[src/rtl/pipe_hazard_ctl_pkg.sv]
// Shared definitions for the RV32 pipeline hazard controller:
// FSM state encodings, the load result-select code, the wait-counter width
// and a helper that detects a load-use dependency.
package pipe_ctl_pkg;

    typedef enum logic [1:0] {
        RUN      = 2'd0,
        MEM_WAIT = 2'd1,
        TRAP     = 2'd2,
        REDIRECT = 2'd3
    } ctl_state_t;

    localparam logic [1:0] RESULT_SRC_LOAD = 2'b01;
    localparam int         WAIT_CNT_W      = 8;

    // A load in execute whose destination feeds either decode source operand.
    // x0 is never a real dependency.
    function automatic logic load_use_hit(
        input logic [1:0] result_src_e,
        input logic [4:0] rd_e,
        input logic [4:0] rs1_d,
        input logic [4:0] rs2_d
    );
        return (result_src_e == RESULT_SRC_LOAD) && (rd_e != 5'd0) &&
               ((rd_e == rs1_d) || (rd_e == rs2_d));
    endfunction

endpackage

[src/rtl/pipe_hazard_ctl_if.sv]
// Hazard-control bundle between the pipeline datapath (master) and the
// hazard controller (slave). Inputs to the controller keep the i_ prefix,
// controller outputs keep the o_ prefix, matching the core's port names.
interface pipe_hazard_ctl_if;
    logic [4:0]  i_rs1_d;
    logic [4:0]  i_rs2_d;
    logic [4:0]  i_rd_e;
    logic [1:0]  i_result_src_e;
    logic        i_pc_src_e;
    logic        i_dmem_req_m;
    logic        i_dmem_ready_m;
    logic        i_exception_m;
    logic        o_stall_f;
    logic        o_stall_d;
    logic        o_flush_d;
    logic        o_clk_en_e;
    logic        o_flush_e;
    logic        o_flush_exc_m;
    logic        o_trap_redirect;
    logic        o_mem_timeout;
    logic [1:0]  o_state;
    logic [31:0] o_stall_cycles;
    logic [31:0] o_flush_events;

    modport master (
        output i_rs1_d, i_rs2_d, i_rd_e, i_result_src_e, i_pc_src_e,
               i_dmem_req_m, i_dmem_ready_m, i_exception_m,
        input  o_stall_f, o_stall_d, o_flush_d, o_clk_en_e, o_flush_e,
               o_flush_exc_m, o_trap_redirect, o_mem_timeout, o_state,
               o_stall_cycles, o_flush_events
    );

    modport slave (
        input  i_rs1_d, i_rs2_d, i_rd_e, i_result_src_e, i_pc_src_e,
               i_dmem_req_m, i_dmem_ready_m, i_exception_m,
        output o_stall_f, o_stall_d, o_flush_d, o_clk_en_e, o_flush_e,
               o_flush_exc_m, o_trap_redirect, o_mem_timeout, o_state,
               o_stall_cycles, o_flush_events
    );
endinterface

[src/rtl/pipe_hazard_ctl_perf.sv]
// Performance counters for the hazard controller: stalled decode cycles and
// flush events, both wrapping modulo 2^32. The module only exists when
// PIPE_HAZARD_CTL_PERF_EN is defined, so no counter flops are built otherwise.
`ifdef PIPE_HAZARD_CTL_PERF_EN
module pipe_ctl_perf (
    input  logic        i_clk,
    input  logic        i_rst,
    input  logic        i_stall,
    input  logic        i_flush,
    output logic [31:0] o_stall_cycles,
    output logic [31:0] o_flush_events
);
    logic [31:0] stall_cnt_reg;
    logic [31:0] flush_cnt_reg;

    // Count every stalled-decode cycle and every flush cycle.
    always_ff @(posedge i_clk or posedge i_rst) begin
        if (i_rst) begin
            stall_cnt_reg <= '0;
            flush_cnt_reg <= '0;
        end else begin
            if (i_stall) stall_cnt_reg <= stall_cnt_reg + 32'd1;
            if (i_flush) flush_cnt_reg <= flush_cnt_reg + 32'd1;
        end
    end

    assign o_stall_cycles = stall_cnt_reg;
    assign o_flush_events = flush_cnt_reg;
endmodule
`endif

[src/rtl/pipe_hazard_ctl.sv]
// Pipeline hazard controller for the five-stage RV32 core. Decides each cycle
// whether IF/ID, ID/EX and EX/MEM advance, hold or clear: load-use bubbles,
// branch/jump flushes, data-memory waits with timeout, and a two-cycle trap
// sequence (TRAP then REDIRECT). Optional perf counters: PIPE_HAZARD_CTL_PERF_EN.
module pipe_hazard_ctl
    import pipe_ctl_pkg::*;
#(
    parameter int MEM_TIMEOUT = 64
) (
    input  logic              i_clk,
    input  logic              i_rst,
    pipe_hazard_ctl_if.slave  bus
);
    localparam logic [WAIT_CNT_W-1:0] TIMEOUT_VAL = WAIT_CNT_W'(MEM_TIMEOUT);

    ctl_state_t            state_reg, state_next;
    logic [WAIT_CNT_W-1:0] wait_cnt_reg, wait_cnt_next;

    logic stall_f_c, stall_d_c, flush_d_c, clk_en_e_c, flush_e_c;
    logic flush_exc_m_c, trap_redirect_c, mem_timeout_c;
    logic stall_f, stall_d, flush_e, flush_exc_m;

    // State and memory-wait counter registers.
    always_ff @(posedge i_clk or posedge i_rst) begin
        if (i_rst) begin
            state_reg    <= RUN;
            wait_cnt_reg <= '0;
        end else begin
            state_reg    <= state_next;
            wait_cnt_reg <= wait_cnt_next;
        end
    end

    // Next-state and control decode; priority inside RUN is
    // exception > memory wait > branch > load-use.
    always_comb begin
        state_next      = state_reg;
        wait_cnt_next   = wait_cnt_reg;
        stall_f_c       = 1'b0;
        stall_d_c       = 1'b0;
        flush_d_c       = 1'b0;
        clk_en_e_c      = 1'b1;
        flush_e_c       = 1'b0;
        flush_exc_m_c   = 1'b0;
        trap_redirect_c = 1'b0;
        mem_timeout_c   = 1'b0;
        unique case (state_reg)
            RUN: begin
                if (bus.i_exception_m) begin
                    flush_d_c     = 1'b1;
                    flush_e_c     = 1'b1;
                    flush_exc_m_c = 1'b1;
                    stall_f_c     = 1'b1;
                    state_next    = TRAP;
                end else if (bus.i_dmem_req_m && !bus.i_dmem_ready_m) begin
                    stall_f_c     = 1'b1;
                    stall_d_c     = 1'b1;
                    clk_en_e_c    = 1'b0;
                    wait_cnt_next = WAIT_CNT_W'(1);
                    state_next    = MEM_WAIT;
                end else if (bus.i_pc_src_e) begin
                    flush_d_c = 1'b1;
                    flush_e_c = 1'b1;
                end else if (load_use_hit(bus.i_result_src_e, bus.i_rd_e,
                                          bus.i_rs1_d, bus.i_rs2_d)) begin
                    stall_f_c = 1'b1;
                    stall_d_c = 1'b1;
                    flush_e_c = 1'b1;
                end
            end
            MEM_WAIT: begin
                // Memory stage is frozen here, so exceptions are not sampled.
                if (bus.i_dmem_ready_m) begin
                    state_next = RUN;
                end else if (wait_cnt_reg >= TIMEOUT_VAL) begin
                    mem_timeout_c = 1'b1;
                    flush_d_c     = 1'b1;
                    flush_e_c     = 1'b1;
                    flush_exc_m_c = 1'b1;
                    stall_f_c     = 1'b1;
                    state_next    = TRAP;
                end else begin
                    stall_f_c     = 1'b1;
                    stall_d_c     = 1'b1;
                    clk_en_e_c    = 1'b0;
                    wait_cnt_next = wait_cnt_reg + WAIT_CNT_W'(1);
                end
            end
            TRAP: begin
                flush_d_c     = 1'b1;
                flush_e_c     = 1'b1;
                flush_exc_m_c = 1'b1;
                stall_f_c     = 1'b1;
                state_next    = REDIRECT;
            end
            REDIRECT: begin
                trap_redirect_c = 1'b1;
                flush_d_c       = 1'b1;
                state_next      = RUN;
            end
            default: state_next = RUN;
        endcase
    end

    // Reset overrides every control output with its idle value.
    assign stall_f     = stall_f_c     & ~i_rst;
    assign stall_d     = stall_d_c     & ~i_rst;
    assign flush_e     = flush_e_c     & ~i_rst;
    assign flush_exc_m = flush_exc_m_c & ~i_rst;

    assign bus.o_stall_f       = stall_f;
    assign bus.o_stall_d       = stall_d;
    assign bus.o_flush_d       = flush_d_c       & ~i_rst;
    assign bus.o_clk_en_e      = clk_en_e_c      |  i_rst;
    assign bus.o_flush_e       = flush_e;
    assign bus.o_flush_exc_m   = flush_exc_m;
    assign bus.o_trap_redirect = trap_redirect_c & ~i_rst;
    assign bus.o_mem_timeout   = mem_timeout_c   & ~i_rst;
    assign bus.o_state         = state_reg;

`ifdef PIPE_HAZARD_CTL_PERF_EN
    pipe_ctl_perf u_perf (
        .i_clk          (i_clk),
        .i_rst          (i_rst),
        .i_stall        (stall_d),
        .i_flush        (flush_e | flush_exc_m),
        .o_stall_cycles (bus.o_stall_cycles),
        .o_flush_events (bus.o_flush_events)
    );
`else
    assign bus.o_stall_cycles = 32'd0;
    assign bus.o_flush_events = 32'd0;
`endif

endmodule

[src/flat_wrapper.sv]
// flat-port wrapper written by rule: the top's interface ports become plain ports
module pipe_hazard_ctl_flat import pipe_ctl_pkg::*;
#(
    parameter int MEM_TIMEOUT = 64
)
  (i_clk, i_rst, bus_i_rs1_d, bus_i_rs2_d, bus_i_rd_e, bus_i_result_src_e, bus_i_pc_src_e, bus_i_dmem_req_m, bus_i_dmem_ready_m, bus_i_exception_m, bus_o_stall_f, bus_o_stall_d, bus_o_flush_d, bus_o_clk_en_e, bus_o_flush_e, bus_o_flush_exc_m, bus_o_trap_redirect, bus_o_mem_timeout, bus_o_state, bus_o_stall_cycles, bus_o_flush_events);
  pipe_hazard_ctl_if bus_i ();
  input  logic i_clk;
  input  logic i_rst;
  input wire logic [$bits(bus_i.i_rs1_d)-1:0] bus_i_rs1_d;
  input wire logic [$bits(bus_i.i_rs2_d)-1:0] bus_i_rs2_d;
  input wire logic [$bits(bus_i.i_rd_e)-1:0] bus_i_rd_e;
  input wire logic [$bits(bus_i.i_result_src_e)-1:0] bus_i_result_src_e;
  input wire logic [$bits(bus_i.i_pc_src_e)-1:0] bus_i_pc_src_e;
  input wire logic [$bits(bus_i.i_dmem_req_m)-1:0] bus_i_dmem_req_m;
  input wire logic [$bits(bus_i.i_dmem_ready_m)-1:0] bus_i_dmem_ready_m;
  input wire logic [$bits(bus_i.i_exception_m)-1:0] bus_i_exception_m;
  output wire logic [$bits(bus_i.o_stall_f)-1:0] bus_o_stall_f;
  output wire logic [$bits(bus_i.o_stall_d)-1:0] bus_o_stall_d;
  output wire logic [$bits(bus_i.o_flush_d)-1:0] bus_o_flush_d;
  output wire logic [$bits(bus_i.o_clk_en_e)-1:0] bus_o_clk_en_e;
  output wire logic [$bits(bus_i.o_flush_e)-1:0] bus_o_flush_e;
  output wire logic [$bits(bus_i.o_flush_exc_m)-1:0] bus_o_flush_exc_m;
  output wire logic [$bits(bus_i.o_trap_redirect)-1:0] bus_o_trap_redirect;
  output wire logic [$bits(bus_i.o_mem_timeout)-1:0] bus_o_mem_timeout;
  output wire logic [$bits(bus_i.o_state)-1:0] bus_o_state;
  output wire logic [$bits(bus_i.o_stall_cycles)-1:0] bus_o_stall_cycles;
  output wire logic [$bits(bus_i.o_flush_events)-1:0] bus_o_flush_events;
  assign bus_i.i_rs1_d = bus_i_rs1_d;
  assign bus_i.i_rs2_d = bus_i_rs2_d;
  assign bus_i.i_rd_e = bus_i_rd_e;
  assign bus_i.i_result_src_e = bus_i_result_src_e;
  assign bus_i.i_pc_src_e = bus_i_pc_src_e;
  assign bus_i.i_dmem_req_m = bus_i_dmem_req_m;
  assign bus_i.i_dmem_ready_m = bus_i_dmem_ready_m;
  assign bus_i.i_exception_m = bus_i_exception_m;
  assign bus_o_stall_f = bus_i.o_stall_f;
  assign bus_o_stall_d = bus_i.o_stall_d;
  assign bus_o_flush_d = bus_i.o_flush_d;
  assign bus_o_clk_en_e = bus_i.o_clk_en_e;
  assign bus_o_flush_e = bus_i.o_flush_e;
  assign bus_o_flush_exc_m = bus_i.o_flush_exc_m;
  assign bus_o_trap_redirect = bus_i.o_trap_redirect;
  assign bus_o_mem_timeout = bus_i.o_mem_timeout;
  assign bus_o_state = bus_i.o_state;
  assign bus_o_stall_cycles = bus_i.o_stall_cycles;
  assign bus_o_flush_events = bus_i.o_flush_events;
  pipe_hazard_ctl #(.MEM_TIMEOUT(MEM_TIMEOUT)) u_core (.i_clk(i_clk), .i_rst(i_rst), .bus(bus_i));
endmodule
[config.mk]
export PLATFORM = sky130hd
export DESIGN_NAME = pipe_hazard_ctl_flat
export DESIGN_NICKNAME = d
export VERILOG_FILES = /design/src/rtl/pipe_hazard_ctl_pkg.sv /design/src/rtl/pipe_hazard_ctl_if.sv /design/src/rtl/pipe_hazard_ctl_perf.sv /design/src/rtl/pipe_hazard_ctl.sv /design/src/flat_wrapper.sv
export SDC_FILE = /design/constraint.sdc
export NUM_CORES = 1
export LEC_CHECK = 0
export CAP_MARGIN = 10
export CORE_MARGIN = 5
export CORE_UTILIZATION = 31
export DETAILED_ROUTE_END_ITERATION = 10
export PLACE_DENSITY = 0.88
export SETUP_SLACK_MARGIN = 0.3
export SYNTH_ARGS = -nofsm -noshare
export SYNTH_HDL_FRONTEND = slang
export SYNTH_SLANG_ARGS = --single-unit
[constraint.sdc]
create_clock -name i_clk -period 1.4 [get_ports i_clk]
set_input_delay 0.14 -clock i_clk [delete_from_list [all_inputs] [get_ports i_clk]]
set_output_delay 0.14 -clock i_clk [all_outputs]
set_load 0.05 [all_outputs]
==> results of run 1 <==
==> per-layer routing <==
metal	vias to the layer above	track usage, %	part of all wire [%]
met5	-	0	0
met4	0	4.02	0.81
met3	4	3.65	11
met2	55	22.3	54
met1	519	11.8	34
li1	521	-	-
==> report_power, final <==
part	total [W]	switching (W)	internal [W]	leakage, nW
Combinational	0.00216	0.00125	0.000910	0.843
Clock	0.000296	0.000108	0.000188	0.0216
Sequential	0.000508	0.000130	0.000378	0.128
==> cell type report <==
class	count	area, um2
Clock buffer	3	41.3
Tap cell	50	62.6
Multi-Input combinational cell	144	978
Timing Repair Buffer	61	646
Inverter	2	7.51
Fill cell	376	2010
Sequential cell	10	253
==> cells in the final DEF (no fill, tap or decap), types with 2 or more instances in the layout <==
cell and instances:
o22ai_2 2, nor3_2 2, nand2_1 4, conb_1 64, buf_6 12, buf_12 6
o21ai_1 3, clkbuf_8 3, nor2_2 3, dfrtp_2 2, o21ai_4 3, nand2b_4 2
nor3b_4 2, and3_1 2, inv_1 2, o211ai_1 2, xor2_2 2, dfrtp_1 8
xor2_1 12, o2111ai_2 2, nor2_1 11, dlygate4sd2_1 11, nand2_2 3, o21a_2 2
buf_8 3, dlymetal6s2s_1 3, clkdlybuf4s50_1 5, and2_1 3, buf_4 18, a21oi_2 2
==> cell usage after synthesis (3+ instances only) <==
| cell type | n | share of area [%] |
|---|---|---|
| xor2_1 | 14 | 9.6 |
| and3_1 | 3 | 1.5 |
| nand2_1 | 8 | 2.4 |
| buf_4 | 64 | 38 |
| nor3_1 | 3 | 1.2 |
| and2_1 | 4 | 2.0 |
| o21ai_1 | 3 | 1.2 |
| o21ai_0 | 3 | 1.2 |
| dfrtp_1 | 10 | 20 |
| nor2_1 | 13 | 3.8 |
==> worst paths after layout <==
| check | end | depth (start not counted) |
|---|---|---|
| max | bus_o_flush_e | 5 |
| min | u_core.bus.o_state[1] | 4 |
| max reg2reg | u_core.wait_cnt_reg[0] | 6 |
| min reg2reg | u_core.wait_cnt_reg[1] | 2 |
| max in group asynchronous | u_core.bus.o_state[0] | 5 |
| min in group i_clk | u_core.wait_cnt_reg[1] | 2 |
==> per-stage QoR <==
| step | total power [W] | util (%) | worst slack [ns] | std cells |
|---|---|---|---|---|
| after floorplan | 0.00180 | - | -0.175 | 222 |
| after global placement | 0.00221 | 41.2 | -0.534 | 252 |
| after detailed placement | 0.00223 | 41.2 | -0.598 | 252 |
| after CTS | 0.00276 | 47.5 | -0.192 | 267 |
| after global routing | 0.00309 | 49.7 | -0.286 | 270 |
| final | 0.00296 | 49.7 | -0.237 | 270 |
==> kinds of logic after synthesis <==
logic type               share of synthesized area [%]
XOR/XNOR                                          9.64
adder cells (fa/ha/maj)                          0.983
buffers and inverters                             39.0
AND/OR/NAND/NOR                                   16.8
other                                            0.295
multiplexers                                      1.67
flip-flops                                        19.7
AO/OA/AOI/OAI                                     11.9
==> critical path: stages, from the launching register on <==
cell and delay [ns]:
dfrtp_2 0.46, nor2_2 0.12, o21ai_1 0.09, a221o_1 0.34, o21ai_4 0.08, buf_8 0.16
==> repair_timing <==
| item | CTS | global route |
|---|---|---|
| cloned | 0 | 0 |
| setup endpoints to repair | 18 | 19 |
| resized for setup | 54 | 16 |
| hold buffers | 0 | 0 |
| pin swaps | 18 | 15 |
| setup buffers | 12 | 3 |
==> results.toml, run 1 <==
[floorplanning]
start_util_pct = 31.8
dieArea_mm2 = 0.00549
rows = 23
ios = 97
core-area_mm2 = 0.00400
die_x_um = 74.1
die_y_um = 74.1

[run]
drv_cap = 0

[grt]
grt_antenna_before_repair = 0
gr-total-overflow = 0
grt_use_total_pct = 11.7
grt_first_pass_wirelength_mm = 4.77
grt_max_degree = 10
grt_pass1_vias = 1029

[routing]
wl_mm = 3.57
via_count = 1099
drt-initial-drc-count = 32
drc_errors = 0
ant_nets = 0
post_drt_wl_per_cell_um = 13.2
first_pass_iters = 4
viasPerCell = 4.07

[cells_and_area]
area_growth_pct = 56.2
num-nets-final = 246
largest_reg_flops = 8
design_area_mm2 = 0.00199
post_route_cells_drive_above_1_share_pct = 38.2
n_antenna_cell = 0

[yosys]
syn_area_mm2 = 0.00127
synth_edf_count = 0
ys.flop_type = "dfrtp_1"
avgSynthCellArea_um2 = 8.00
seq_area_frac_synth_pct = 19.7
synth_cell_types = 36
ys_seq_elements = 10
async_flop_share_pct = 100
yosysWarnings = 0
synthCells = 159

[clock_tree]
cts_root_buf = "clkbuf_8"
cts_tree = "built"
clkTransAtPathRegs_ns = 0.04
clock_latency_ns = 0.24
clock_path_buffers = 2
cts_made_buffers = 3
clock_sinks = 10
htreeDepth = 1

[timing]
rsz0062_at_grt = "yes"
maxClockFrequency_mhz = 611
skew_ns = 0.00163
setup_slack_ns = -0.237
setup_viol = 14
min_period_over_period_pct = 117
holdWs_ns = 0.193
hold_viol = 0
setup_tns_ns = -1.93
fin_crit_ns = 1.64
drv_slew = 0

[critical_path]
reg2reg_from = "u_core.bus.o_state[1]"
cp.required_ns = 1.26
crit_type = "reg -> out"
endpoint_kind = "output pin"
critPathLaunchType = "register"
reg2reg_slack_ns = -0.17
startpoint = "u_core.bus.o_state[1]"
cp_max_fo = 7
crit_arrival_ns = 1.50

[placed_design]
globalplace.congestion = 0.815
place_area_mm2 = 0.00165
portBuffers = 32
hpwl_mm = 2.39

[power]
p_per_area_mw_per_mm2 = 1490
power.leakage_nw = 0.993
ir_drop_mv = 0.389

[outcome]
violations = "negative setup slack"
status = "finished, violations left"

[worst_hold_path]
hold_path.class = "in -> async"
Note: power is estimated with default switching activity, not from simulation.
==> run 2: changes to the inputs <==
- CORE_UTILIZATION: 31 -> 30
- PLACE_DENSITY: 0.88 -> 0.83
- REMOVE_ABC_BUFFERS: default -> 1
- clock period: 1.4 -> 1.65 ns (I/O delays scaled with it)
==> run 2 against run 1 <==
The run still ends with negative setup slack left. Setup slack improved by 0.23 ns. Die area grew 2.9%. Register-to-register slack gained 0.23 ns. Total power shrank 19%. Sequential share of layout area rose by 1.1 points. First-iteration DRC count fell by 6.3%. Critical endpoint is now bus_o_stall_d.
==> results.toml, run 2 (synthesized netlist as in run 1, its figures left out) <==
[grt]
grt_use_total_pct = 9.74
grt_max_degree = 9
grt_antenna_before_repair = 0
gr-total-overflow = 0
grt_first_pass_wirelength_mm = 4.22
grt_pass1_vias = 929

[critical_path]
crit_path_cell_trace = "nor3b_2 -> o21a_1 -> nand2_2 -> o21ai_2 -> buf_6"
cpLargestDelayFamily = "flip-flops"
critPathMaxStageDelay_ns = 0.47
crit_type = "reg -> out"
crit_arrival_ns = 1.49
crit_cells = 5
reg2regPathDepth = 7
cp_max_fo = 7
cp.required_ns = 1.48
reg2reg_to = "u_core.wait_cnt_reg[6]"
cpMaxStageDelayCell = "dfrtp_2"
endpoint_kind = "output pin"
reg2reg_from = "u_core.bus.o_state[0]"
reg2reg_slack_ns = 0.06
cp.buffers_inverters = 1
critPathLaunchType = "register"

[routing]
drt-initial-drc-count = 30
ant_nets = 0
drc_errors = 0
first_pass_iters = 4
wl_mm = 3.53
post_drt_wl_per_cell_um = 13.1
viasPerCell = 4.08
via_count = 1102

[power]
power.leakage_nw = 0.891
p_per_area_mw_per_mm2 = 1300
ir_drop_mv = 0.578

[placed_design]
portBuffers = 32
placed_cells = 253
hpwl_mm = 2.55
dp_slack_ns = -0.301
place_area_mm2 = 0.00154
globalplace.congestion = 0.807

[run]
drv_cap = 0

[timing]
setup_viol = 2
drv_slew = 0
min_period_over_period_pct = 101
skew_ns = 0.00382
fin_crit_ns = 1.66
maxClockFrequency_mhz = 603
rsz0062_at_grt = "yes"
setup_slack_ns = -0.00950
setup_tns_ns = -0.0133
hold_viol = 0

[cells_and_area]
final_common_cell = "conb_1"
ff_latch_area_um2 = 255
num-nets-final = 245
final_cell_mix = "conb_1 (64), buf_4 (24), xor2_1 (14)"
post_route_cells_drive_above_1_share_pct = 34.5
largest_reg_flops = 8
fin_cells = 270
design_area_mm2 = 0.00184
n_antenna_cell = 0
post-route-util_pct = 45.5
nFillCells = 397
multiInputGateArea_um2 = 892
area_growth_pct = 44.9

[floorplanning]
dieArea_mm2 = 0.00564
die_x_um = 75.1
rows = 23
core-area_mm2 = 0.00406
start_util_pct = 31.4
die_y_um = 75.1
ios = 97

[clock_tree]
cts_made_buffers = 3
cts_root_buf = "clkbuf_8"
holdBufCountCts = 0
htreeDepth = 1
cts_tree = "built"
clock_sinks = 10
clock_latency_ns = 0.24
clkTransAtPathRegs_ns = 0.05
clock_path_buffers = 2

[outcome]
status = "finished, violations left"
violations = "negative setup slack"

[worst_hold_path]
hold_path.class = "in -> async"
run 2: changes by cell type in the layout (fill, tap and decap cells not counted), moves of 3 or more:
cell and change:
buf_4 +6, clkdlybuf4s50_1 +6, buf_8 -3, dlygate4sd2_1 -3, dlymetal6s2s_1 -3, nand2_1 +3, o21ai_2 +3, o21ai_4 -3
run 2: how the worst max path moves through the flow:
stage                               end  slack [ns]                  start
after floorplan           bus_o_stall_d       -0.87  u_core.bus.o_state[0]
after global placement    bus_o_flush_e       -0.26          bus_i_rd_e[1]
after detailed placement  bus_o_stall_d       -0.30          bus_i_rd_e[1]
after CTS                 bus_o_flush_e       0.004  u_core.bus.o_state[1]
after global routing      bus_o_stall_f       -0.07  u_core.bus.o_state[0]
final                     bus_o_stall_d      -0.009  u_core.bus.o_state[0]
run 2: where the power goes:
group / internal, W / leakage (nW) / switching [W]
registers: 0.000320 / 0.125 / 0.000116
logic: 0.000639 / 0.737 / 0.00101
clock network: 0.000210 / 0.0288 / 0.000102
total: 0.00117 / 0.891 / 0.00122
run 2: final cells by class:
| type | count | share of cell area (%) |
|---|---|---|
| well taps | 50 | 3.39 |
| inverters | 2 | 0.611 |
| multi-input cells | 144 | 48.4 |
| clock buffers | 4 | 2.99 |
| flip-flops and latches | 10 | 13.8 |
| repair buffers | 60 | 30.8 |
run 2: stage by stage:
step,power [W],hold WS (ns)
CTS,0.00218,0.489
finish,0.00239,0.508
global route,0.00251,0.537
detailed placement,0.00171,0.515
global placement,0.00170,0.495
floorplan,0.00127,0.0403
run 2: metal layers:
layer  GRT usage (%)  wire (um)
met1            10.7       1100
met2            18.1       2030
met3            2.80        315
met4            2.77         85
met5               0          0
run 2: tightest hold or removal path, delay by kind of cell:
family / cells / cell delay, ns
buf+inv: 4 / 0.91
run 2: what timing repair did:
item | CTS | global route
setup endpoints to repair | 10 | 15
pin swaps | 13 | 17
gates resized for setup | 43 | 21
buffers inserted | 7 | 6
